**src/rtl/datamem_burst_master_if.sv**
```systemverilog
`default_nettype none
// ============================================================================
//  Module   : datamem_burst_master_if
//  Brief    : Command, write-data, read-data and memory-port bundle for the
//             datamem burst master. The master modport is the controller's
//             view; the slave modport is the view of the pipeline/memory side.
//  Revision : 1.0  initial release
// ============================================================================
interface datamem_burst_master_if #(
  parameter int ADDR_BITS  = 4,
  parameter int DATA_WIDTH = 8,
  parameter int LEN_BITS   = 4
);
  // command channel
  logic                     req_valid;
  logic                     req_ready;
  logic                     req_write;
  logic [2*ADDR_BITS-1:0]   req_addr;
  logic [LEN_BITS-1:0]      req_len;
  // write-data stream
  logic                     wr_valid;
  logic                     wr_ready;
  logic [DATA_WIDTH-1:0]    wr_data;
  // read-data stream
  logic                     rd_valid;
  logic                     rd_ready;
  logic [DATA_WIDTH-1:0]    rd_data;
  // status
  logic                     busy;
  logic                     done;
  // datamem ports
  logic                     mem_we;
  logic [ADDR_BITS-1:0]     mem_x_addr;
  logic [ADDR_BITS-1:0]     mem_y_addr;
  logic [DATA_WIDTH-1:0]    mem_wdata;
  logic [DATA_WIDTH-1:0]    mem_rdata;

  modport master (
    input  req_valid, req_write, req_addr, req_len,
    output req_ready,
    input  wr_valid, wr_data,
    output wr_ready,
    output rd_valid, rd_data,
    input  rd_ready,
    output busy, done,
    output mem_we, mem_x_addr, mem_y_addr, mem_wdata,
    input  mem_rdata
  );

  modport slave (
    output req_valid, req_write, req_addr, req_len,
    input  req_ready,
    output wr_valid, wr_data,
    input  wr_ready,
    input  rd_valid, rd_data,
    output rd_ready,
    input  busy, done,
    input  mem_we, mem_x_addr, mem_y_addr, mem_wdata,
    output mem_rdata
  );
endinterface
`default_nettype wire

```
**src/rtl/datamem_burst_master.sv**
```systemverilog
`default_nettype none
// ============================================================================
//  Module   : datamem_burst_master
//  Brief    : Burst read/write initiator for the 2-D datamem array. Converts a
//             linear {X,Y} start address plus beat count into per-beat memory
//             accesses, streams write data straight to the memory and returns
//             read data through a 2-entry fall-through response FIFO.
//  Revision : 1.0  initial release
// ============================================================================
module datamem_burst_master #(
  parameter int ADDR_BITS  = 4,
  parameter int DATA_WIDTH = 8,
  parameter int LEN_BITS   = 4
) (
  input  wire logic              Clock,
  input  wire logic              Reset,
  datamem_burst_master_if.master bus
);

  localparam int                   c_lin_bits = 2 * ADDR_BITS;
  localparam logic [c_lin_bits-1:0] c_addr_one = c_lin_bits'(1);
  localparam logic [LEN_BITS-1:0]   c_len_one  = LEN_BITS'(1);

  typedef enum logic [1:0] {
    S_IDLE  = 2'd0,
    S_WRITE = 2'd1,
    S_READ  = 2'd2,
    S_DRAIN = 2'd3
  } state_t;

  state_t                  state_q, state_d;
  logic [c_lin_bits-1:0]   addr_q, addr_d;
  logic [LEN_BITS-1:0]     len_q, len_d;
  logic                    done_q, done_d;
  logic                    inflight_q, inflight_d;
  logic [1:0]              cnt_q, cnt_d;
  logic                    rd_ptr_q, rd_ptr_d;
  logic                    wr_ptr_q, wr_ptr_d;
  logic [DATA_WIDTH-1:0]   fifo_q [2];
  logic [DATA_WIDTH-1:0]   fifo_d [2];

  logic                    w_run;
  logic                    w_req_fire;
  logic                    w_mem_we;
  logic                    w_fifo_empty;
  logic                    w_rd_valid;
  logic                    w_pop;
  logic                    w_push;
  logic                    w_issue;
  logic [2:0]              w_level;

  // Handshake qualifiers and read-side occupancy. The inflight beat counts as
  // already present: its data appears on mem_rdata this cycle and is forwarded
  // when the FIFO is empty, which gives the two-cycle accept-to-data latency.
  always_comb begin
    w_run        = ~Reset;
    w_req_fire   = w_run && (state_q == S_IDLE) && bus.req_valid;
    w_mem_we     = w_run && (state_q == S_WRITE) && bus.wr_valid;
    w_fifo_empty = (cnt_q == 2'd0);
    w_rd_valid   = w_run && (!w_fifo_empty || inflight_q);
    w_pop        = w_rd_valid && bus.rd_ready;
    w_push       = inflight_q;
    w_level      = {1'b0, cnt_q} + {2'b00, inflight_q} - {2'b00, w_pop};
    w_issue      = w_run && (state_q == S_READ) && (w_level < 3'd2);
  end

  // Burst sequencing: address/beat counters and state transitions.
  always_comb begin
    state_d = state_q;
    addr_d  = addr_q;
    len_d   = len_q;
    done_d  = 1'b0;
    case (state_q)
      S_IDLE: begin
        if (w_req_fire) begin
          addr_d  = bus.req_addr;
          len_d   = bus.req_len;
          state_d = bus.req_write ? S_WRITE : S_READ;
        end
      end
      S_WRITE: begin
        if (w_mem_we) begin
          addr_d = addr_q + c_addr_one;
          if (len_q == '0) begin
            state_d = S_IDLE;
            done_d  = 1'b1;
          end else begin
            len_d = len_q - c_len_one;
          end
        end
      end
      S_READ: begin
        if (w_issue) begin
          addr_d = addr_q + c_addr_one;
          if (len_q == '0) begin
            state_d = S_DRAIN;
          end else begin
            len_d = len_q - c_len_one;
          end
        end
      end
      S_DRAIN: begin
        // nothing left to issue; finish once the final beat leaves
        if (w_pop && (w_level == 3'd0)) begin
          state_d = S_IDLE;
          done_d  = 1'b1;
        end
      end
      default: state_d = S_IDLE;
    endcase
  end

  // Response FIFO bookkeeping; a push into an empty FIFO that is popped in the
  // same cycle bypasses storage entirely.
  always_comb begin
    fifo_d     = fifo_q;
    wr_ptr_d   = wr_ptr_q;
    rd_ptr_d   = rd_ptr_q;
    inflight_d = w_issue;
    cnt_d      = cnt_q + {1'b0, w_push} - {1'b0, w_pop};
    if (w_push && !(w_fifo_empty && w_pop)) begin
      fifo_d[wr_ptr_q] = bus.mem_rdata;
      wr_ptr_d         = ~wr_ptr_q;
    end
    if (w_pop && !w_fifo_empty) begin
      rd_ptr_d = ~rd_ptr_q;
    end
  end

  // State and datapath registers; reset discards any outstanding read data.
  always_ff @(posedge Clock) begin
    if (Reset) begin
      state_q    <= S_IDLE;
      addr_q     <= '0;
      len_q      <= '0;
      done_q     <= 1'b0;
      inflight_q <= 1'b0;
      cnt_q      <= 2'd0;
      rd_ptr_q   <= 1'b0;
      wr_ptr_q   <= 1'b0;
      for (int i = 0; i < 2; i++) begin
        fifo_q[i] <= '0;
      end
    end else begin
      state_q    <= state_d;
      addr_q     <= addr_d;
      len_q      <= len_d;
      done_q     <= done_d;
      inflight_q <= inflight_d;
      cnt_q      <= cnt_d;
      rd_ptr_q   <= rd_ptr_d;
      wr_ptr_q   <= wr_ptr_d;
      for (int i = 0; i < 2; i++) begin
        fifo_q[i] <= fifo_d[i];
      end
    end
  end

  assign bus.req_ready  = w_run && (state_q == S_IDLE);
  assign bus.wr_ready   = w_run && (state_q == S_WRITE);
  assign bus.mem_we     = w_mem_we;
  assign bus.mem_wdata  = (state_q == S_WRITE) ? bus.wr_data : '0;
  assign bus.mem_x_addr = addr_q[c_lin_bits-1:ADDR_BITS];
  assign bus.mem_y_addr = addr_q[ADDR_BITS-1:0];
  assign bus.rd_valid   = w_rd_valid;
  assign bus.rd_data    = !w_fifo_empty ? fifo_q[rd_ptr_q] :
                          inflight_q    ? bus.mem_rdata    : '0;
  assign bus.busy       = (state_q != S_IDLE);
  assign bus.done       = done_q;

endmodule
`default_nettype wire

```
**src/flat_wrapper.sv**
```systemverilog
// flat-port wrapper written by rule: the top's interface ports become plain ports
module datamem_burst_master_flat 
#(
  parameter int ADDR_BITS  = 4,
  parameter int DATA_WIDTH = 8,
  parameter int LEN_BITS   = 4
)
  (Clock, Reset, bus_req_valid, bus_req_write, bus_req_addr, bus_req_len, bus_req_ready, bus_wr_valid, bus_wr_data, bus_wr_ready, bus_rd_valid, bus_rd_data, bus_rd_ready, bus_busy, bus_done, bus_mem_we, bus_mem_x_addr, bus_mem_y_addr, bus_mem_wdata, bus_mem_rdata);
  datamem_burst_master_if #(.ADDR_BITS(ADDR_BITS), .DATA_WIDTH(DATA_WIDTH), .LEN_BITS(LEN_BITS)) bus_i ();
  input  wire logic Clock;
  input  wire logic Reset;
  input wire logic [$bits(bus_i.req_valid)-1:0] bus_req_valid;
  input wire logic [$bits(bus_i.req_write)-1:0] bus_req_write;
  input wire logic [$bits(bus_i.req_addr)-1:0] bus_req_addr;
  input wire logic [$bits(bus_i.req_len)-1:0] bus_req_len;
  output wire logic [$bits(bus_i.req_ready)-1:0] bus_req_ready;
  input wire logic [$bits(bus_i.wr_valid)-1:0] bus_wr_valid;
  input wire logic [$bits(bus_i.wr_data)-1:0] bus_wr_data;
  output wire logic [$bits(bus_i.wr_ready)-1:0] bus_wr_ready;
  output wire logic [$bits(bus_i.rd_valid)-1:0] bus_rd_valid;
  output wire logic [$bits(bus_i.rd_data)-1:0] bus_rd_data;
  input wire logic [$bits(bus_i.rd_ready)-1:0] bus_rd_ready;
  output wire logic [$bits(bus_i.busy)-1:0] bus_busy;
  output wire logic [$bits(bus_i.done)-1:0] bus_done;
  output wire logic [$bits(bus_i.mem_we)-1:0] bus_mem_we;
  output wire logic [$bits(bus_i.mem_x_addr)-1:0] bus_mem_x_addr;
  output wire logic [$bits(bus_i.mem_y_addr)-1:0] bus_mem_y_addr;
  output wire logic [$bits(bus_i.mem_wdata)-1:0] bus_mem_wdata;
  input wire logic [$bits(bus_i.mem_rdata)-1:0] bus_mem_rdata;
  assign bus_i.req_valid = bus_req_valid;
  assign bus_i.req_write = bus_req_write;
  assign bus_i.req_addr = bus_req_addr;
  assign bus_i.req_len = bus_req_len;
  assign bus_req_ready = bus_i.req_ready;
  assign bus_i.wr_valid = bus_wr_valid;
  assign bus_i.wr_data = bus_wr_data;
  assign bus_wr_ready = bus_i.wr_ready;
  assign bus_rd_valid = bus_i.rd_valid;
  assign bus_rd_data = bus_i.rd_data;
  assign bus_i.rd_ready = bus_rd_ready;
  assign bus_busy = bus_i.busy;
  assign bus_done = bus_i.done;
  assign bus_mem_we = bus_i.mem_we;
  assign bus_mem_x_addr = bus_i.mem_x_addr;
  assign bus_mem_y_addr = bus_i.mem_y_addr;
  assign bus_mem_wdata = bus_i.mem_wdata;
  assign bus_i.mem_rdata = bus_mem_rdata;
  datamem_burst_master #(.ADDR_BITS(ADDR_BITS), .DATA_WIDTH(DATA_WIDTH), .LEN_BITS(LEN_BITS)) u_core (.Clock(Clock), .Reset(Reset), .bus(bus_i));
endmodule
```
**config.mk**
```make
export PLATFORM = sky130hd
export DESIGN_NAME = datamem_burst_master_flat
export DESIGN_NICKNAME = d
export VERILOG_FILES = /design/src/rtl/datamem_burst_master_if.sv /design/src/rtl/datamem_burst_master.sv /design/src/flat_wrapper.sv
export SDC_FILE = /design/constraint.sdc
export NUM_CORES = 1
export LEC_CHECK = 0
export CAP_MARGIN = 10
export CORE_MARGIN = 2
export CORE_UTILIZATION = 47
export CTS_CLUSTER_DIAMETER = 60
export CTS_CLUSTER_SIZE = 25
export DETAILED_ROUTE_END_ITERATION = 6
export PLACE_DENSITY = 0.82
export SYNTH_ARGS = -nofsm -noshare
export SYNTH_HDL_FRONTEND = slang
export SYNTH_SLANG_ARGS = --single-unit
```
**constraint.sdc**
```tcl
create_clock -name Clock -period 4.2 [get_ports Clock]
set_clock_uncertainty 0.05 [all_clocks]
set_input_delay 0.63 -clock Clock [delete_from_list [all_inputs] [get_ports Clock]]
set_output_delay 0.63 -clock Clock [all_outputs]
set_load 0.005 [all_outputs]
```
After elaboration in Yosys (flattened, before gate mapping):

Cells that the tools add are included.

* flip-flop bits (word level): 36
* bits in latches: 0
* RAM bits: 0
* ROM bits: 0
* output and inout port bits: 30
* logic and storage cells: 88
* memories: 0

* add/sub/neg operators: 6
* $mul: 0
* div/mod/pow operators: 0
* order comparisons: 4
* equal/unequal tests: 9
* shift operators: 0
* multiplexer cells: 30
* bitwise operators: 5
* reduce and logical (&&, ||, !) cells: 24

Operator list (number)
* 8-bit 2-to-1 mux: 10
* 8-bit case mux with 3 select lines: 1
* 16-bit bitwise mux: 1
* 4-bit 2-to-1 mux: 4
* 2-bit 2-to-1 mux: 7
* 1-bit logical AND: 13
* 4-bit case mux with 3 select lines: 1
* 8-bit by 1-bit adder with 8-bit output (second input constant): 1
* 8-bit demux with 1-bit select: 1
* 2-bit case mux with 4 select lines: 1
* 2-bit by 1-bit inequality test with 1-bit output (second input constant): 3
* 2-bit inequality test (second input constant): 3
* 6-bit AND reduction: 1
* 2-bit == test (second input constant): 2
* 2-bit greater-or-equal comparator (second input constant): 2
* 2-bit zero test: 2
* 4-bit zero test: 1
* 1-bit NOT with 2-bit output: 2
* 4-bit AND reduction: 1
* 4-bit by 1-bit subtractor with 4-bit output (second input constant): 1
* 2-bit by 1-bit adder with 3-bit output: 1
* 3-bit zero test: 1
* 3-bit by 2-bit less-than comparator with 1-bit output (second input constant): 1
* 1-bit 2-to-1 mux: 3
* other kinds (11): 14

Longest topological paths before layout:

* depth in word-level cells: 10
* gate-level depth with buffers: 11

Worst setup path after synthesis:

Ideal clock, no wire load.

* path type: input -> register
* start: in Reset
* end: reg u_core.len_q[1]
* arrival: 3.066 ns
* required time: 4.064 ns
* slack: 0.998 ns
* cell stages on the path: 10
* cells stage by stage: buf_2 clkbuf_1 nor3b_1 ha_1 inv_1 ha_1 fa_1 o31a_4 o31a_1 a211oi_1

* longest elaborated chain between the ends: 8
* elaborated cells on any way between the ends: 15

RTL lines
* from (decl): RTL line flat_wrapper.sv:11 `input wire logic Reset;`
* 1-bit NOT: RTL line datamem_burst_master.sv:56 `w_run = ~Reset;`
* 1-bit logical AND: RTL line datamem_burst_master.sv:60 `w_rd_valid = w_run && (!w_fifo_empty || inflight_q);`
* 1-bit logical AND: RTL line datamem_burst_master.sv:61 `w_pop = w_rd_valid && bus.rd_ready;`
* 3-bit by 1-bit subtractor with 3-bit output: RTL line datamem_burst_master.sv:63 `w_level = {1'b0, cnt_q} + {2'b00, inflight_q} - {2'b00, w_pop};`
* 3-bit by 2-bit less-than comparator with 1-bit output: RTL line datamem_burst_master.sv:64 `w_issue = w_run && (state_q == S_READ) && (w_level < 3'd2);`
* 1-bit logical AND: RTL line datamem_burst_master.sv:64
* 2-bit by 1-bit inequality test with 1-bit output (no source line)
* 4-bit AND reduction (no source line)
* to (signal assigned): RTL line datamem_burst_master.sv:147 `len_q <= len_d;`
* to (decl): RTL line datamem_burst_master.sv:33 `logic [LEN_BITS-1:0] len_q, len_d;`

Several ways; a longest one is shown, not always the timed one.
A chain may end at the register's enable or synchronous reset.

Worst setup path after layout:

* start: reg u_core.inflight_q
* end: reg u_core.addr_q[4]

* longest elaborated chain between the ends: 8
* elaborated cells on any way between the ends: 9

RTL lines
* from (decl): RTL line datamem_burst_master.sv:35 `logic inflight_q, inflight_d;`
* from (signal assigned): RTL line datamem_burst_master.sv:149 `inflight_q <= inflight_d;`
* branches (longest 3 deep; another with 2-bit by 1-bit adder with 3-bit output)
* 3-bit by 1-bit subtractor with 3-bit output *: RTL line datamem_burst_master.sv:63
* 3-bit by 2-bit less-than comparator with 1-bit output *: RTL line datamem_burst_master.sv:64
* 1-bit logical AND *: RTL line datamem_burst_master.sv:64
* 2-bit by 1-bit inequality test with 1-bit output (no source line) *
* 4-bit AND reduction (no source line) *
* to (signal assigned): RTL line datamem_burst_master.sv:146 `addr_q <= addr_d;`
* to (decl): RTL line datamem_burst_master.sv:32 `logic [c_lin_bits-1:0] addr_q, addr_d;`

Mark *: on every way between the ends.

==> impl_metrics.ini <==
[logic_synthesis]
syn_inst = 245
yosysTopAreaCell = dfxtp_1
synth_most_common_cell = dfxtp_1
ys_seq_area_share_pct = 33.7
syn_avg_cell_area_um2 = 8.72
synth_nets = 289
synth_cell_type_count = 51
synth_commonest_cells = dfxtp_1 (36), nor2_1 (26), mux2i_1 (25)
synth_edf_count = 0
async_flop_share_pct = 0
yosysTopAreaCellShare_pct = 33.7
ys_warn_count = 0
synth_area_um2 = 2140
synthFlopType = dfxtp_1
ys_ff_latch = 36
synth_area_leaders = dfxtp_1 (34%), mux2i_1 (12%), ha_1 (5.3%)

[setup_path]
worst-path-buf-inv = 1
crit_path_end_kind = flop
crit_path_start_kind = flop
critPathSlowestCell = fa_1
critPathKind = flop to flop
crit_chain = nor3_1 -> nor3b_1 -> ha_1 -> inv_1 -> ha_1 -> fa_1 -> o31ai_4 -> nand2_2 -> o32ai_1
reg2reg_to = u_core.addr_q[4]
cp.arrival_ns = 3.40
critPathMaxStageDelay_ns = 0.57
crit_top_cell = ha_1
path_max_fanout = 11
r2r-start = u_core.inflight_q
reg2reg_slack_ns = 0.94
crit_family = adder cells
reg2reg_depth = 9
worstPathRequired_ns = 4.34

[min_path]
hold-path-cell-count = 2
hold_path.class = flop to flop
worstHoldStart = u_core.fifo_q[4]
hold_path_end = u_core.fifo_q[4]

[clock_network]
post-cts-setup-buffer-count = 0
cts.clk_slew.worst_paths_ns = 0.07
cts_max_path_buffers = 2
cts_resized = 0
clk_latency_ns = 0.28
h-tree-depth = 2
hold_buffers = 0
cts_buffers = 5
cts_sinks = 36
cts_tree = yes
cts-root-buf = clkbuf_8

[sta]
hold_viol_final = 0
setup_violations = 0
slew_headroom_pct = 40.2
period_minus_slack_ns = 3.26
grt_setup_unrepaired = no
fin_setup_tns_ns = 0
holdWs_ns = 0.445
tightest_slew_ns = 0.894
slew_viol_final = 0
setup_slack_ns = 0.939
period_share_pct = 77.7
fmax_mhz = 307

[power]
power.share.combinational_pct = 55.1
p_sw_mw = 0.706
irDropWorstVdd_mv = 0.325
p_leak_nw = 1.05
powerDensity_nw_per_um2 = 584
p_int_mw = 0.965
clockPowerShare_pct = 13.6
p_sw_share_pct = 42.3
power_frac_seq_pct = 31.4

[global_route]
track_usage_pct = 20.9
grt_pass1_wl_um = 8630
grt_max_degree = 44
antenna_found_initial = 0
gr-total-overflow = 0
grt_pass1_vias = 1911

[placed_design]
place_congestion = 0.859
portBuffers = 63
dp_cells = 347
dpl_worst_slack_ns = 0.686
hpwl_um = 3700

[route]
drt-total-wl_um = 4950
dr.first_iter.drc_count = 127
ant_nets = 0
firstDrtPassIters = 5
avgViaCountPerCell = 5.73
drcViolationCount = 0
avgRoutedWirePerCell_um = 14.0
vias = 2029

[die]
rows = 24
die_w_um = 71.4
core-area_um2 = 4350
die_h_um = 71.4
start_util_pct = 49.1
dieArea_um2 = 5100
io_pins = 64

[final_layout]
n_antenna_cell = 0
area_delta_synth_final_pct = 33.8
drive_gt1_share_pct = 4.64
instances_no_fill = 354
multiInputGateArea_um2 = 1310
post-route-util_pct = 65.7
seqCellArea_um2 = 721
fin_nets = 346
fillers = 368

[flow_run]
max_cap_viol_count = 0

[outcome]
status = completed
==> area by class of cell <==
class	instances	area share, %
clock inverters	1	0.175
multi-input cells	181	45.6
flip-flops and latches	36	25.2
inverters	14	1.84
clock buffers	6	2.54
well taps	52	2.28
repair buffers	64	22.3
==> cell usage in the layout, fill, tap and decap left out, drive strengths merged, types with 3 or more instances in the layout <==
| cell type | Yosys | layout |
|---|---|---|
| mux2i | 25 | 25 |
| nor4 | 3 | 3 |
| nor2b | 3 | 3 |
| o311ai | 3 | 3 |
| o21ai | 14 | 14 |
| nor3 | 7 | 7 |
| o31ai | 4 | 4 |
| dfxtp | 36 | 36 |
| o32ai | 5 | 5 |
| inv | 13 | 13 |
| ha | 9 | 9 |
| and2 | 10 | 10 |
| a21oi | 10 | 10 |
| nand3 | 11 | 11 |
| nor4b | 3 | 3 |
| a311oi | 4 | 4 |
| clkdlybuf4s50 | 0 | 63 |
| nor2 | 26 | 26 |
| and3 | 3 | 3 |
| a211oi | 4 | 4 |
| nand2 | 10 | 10 |
| clkbuf | 9 | 6 |
| nand2b | 4 | 4 |
==> worst reg2reg max path: stages, from the launching register on <==
cell,delay [ns]
dfxtp_1,0.44
nor3_1,0.50
nor3b_1,0.11
ha_1,0.29
inv_1,0.04
ha_1,0.18
fa_1,0.57
o31ai_4,0.46
nand2_2,0.22
o32ai_1,0.31
==> routing by layer <==
layer	routed length, µm	GRT usage, %	up-vias	part of all wire [%]
met5	0	0	-	0
met4	102	9.01	0	2.1
met3	377	5.63	12	7.6
met2	2230	32.3	78	45
met1	2240	27.6	930	45
li1	-	-	1009	-
==> power groups by stage <==
stage          clock (mW)  combinational [mW]  sequential [mW]
2_1_floorplan           0               0.651            0.488
3_3_place_gp            0               0.905            0.526
3_5_place_dp            0               0.922            0.528
4_1_cts             0.234               0.923            0.522
5_1_grt             0.244                1.03            0.538
6_report            0.227               0.920            0.524
==> worst max-delay path by stage <==
stage / from / endpoint / slack, ns / cells after the start
floorplan: Reset / u_core.len_q[1] / 1.0 / 10
global placement: bus_rd_ready / u_core.addr_q[0] / 0.78 / 9
detailed placement: bus_rd_ready / u_core.addr_q[4] / 0.69 / 9
CTS: u_core.inflight_q / u_core.addr_q[4] / 0.93 / 9
global route: u_core.inflight_q / u_core.addr_q[7] / 0.70 / 9
finish: u_core.inflight_q / u_core.addr_q[4] / 0.94 / 9
==> state kept, by name, summed over array words and instances (netlist names) <==
register,count
u_core.state_q,2
u_core.rd_ptr_q,1
u_core.cnt_q,2
u_core.bus.done,1
u_core.addr_q,8
u_core.wr_ptr_q,1
u_core.inflight_q,1
u_core.fifo_q,16
u_core.len_q,4
==> per-stage QoR <==
step	total power, mW	area (µm²)
floorplan	1.14	2140
global placement	1.43	2780
detailed placement	1.45	2780
CTS	1.68	2860
global route	1.81	2860
finish	1.67	2860
==> cell families (layout without fill, tap and decap cells) <==
logic type	after synthesis	in the layout	synth area share [%]
AO/OA/AOI/OAI	55	55	19.3
XOR/XNOR	3	3	1.58
adder cells (fa/ha/maj)	10	10	6.21
buffers and inverters	28	85	5.21
flip-flops	36	36	33.7
multiplexers	25	25	11.7
AND/OR/NAND/NOR	88	88	22.2
Note: power is estimated with default switching activity, not from simulation.
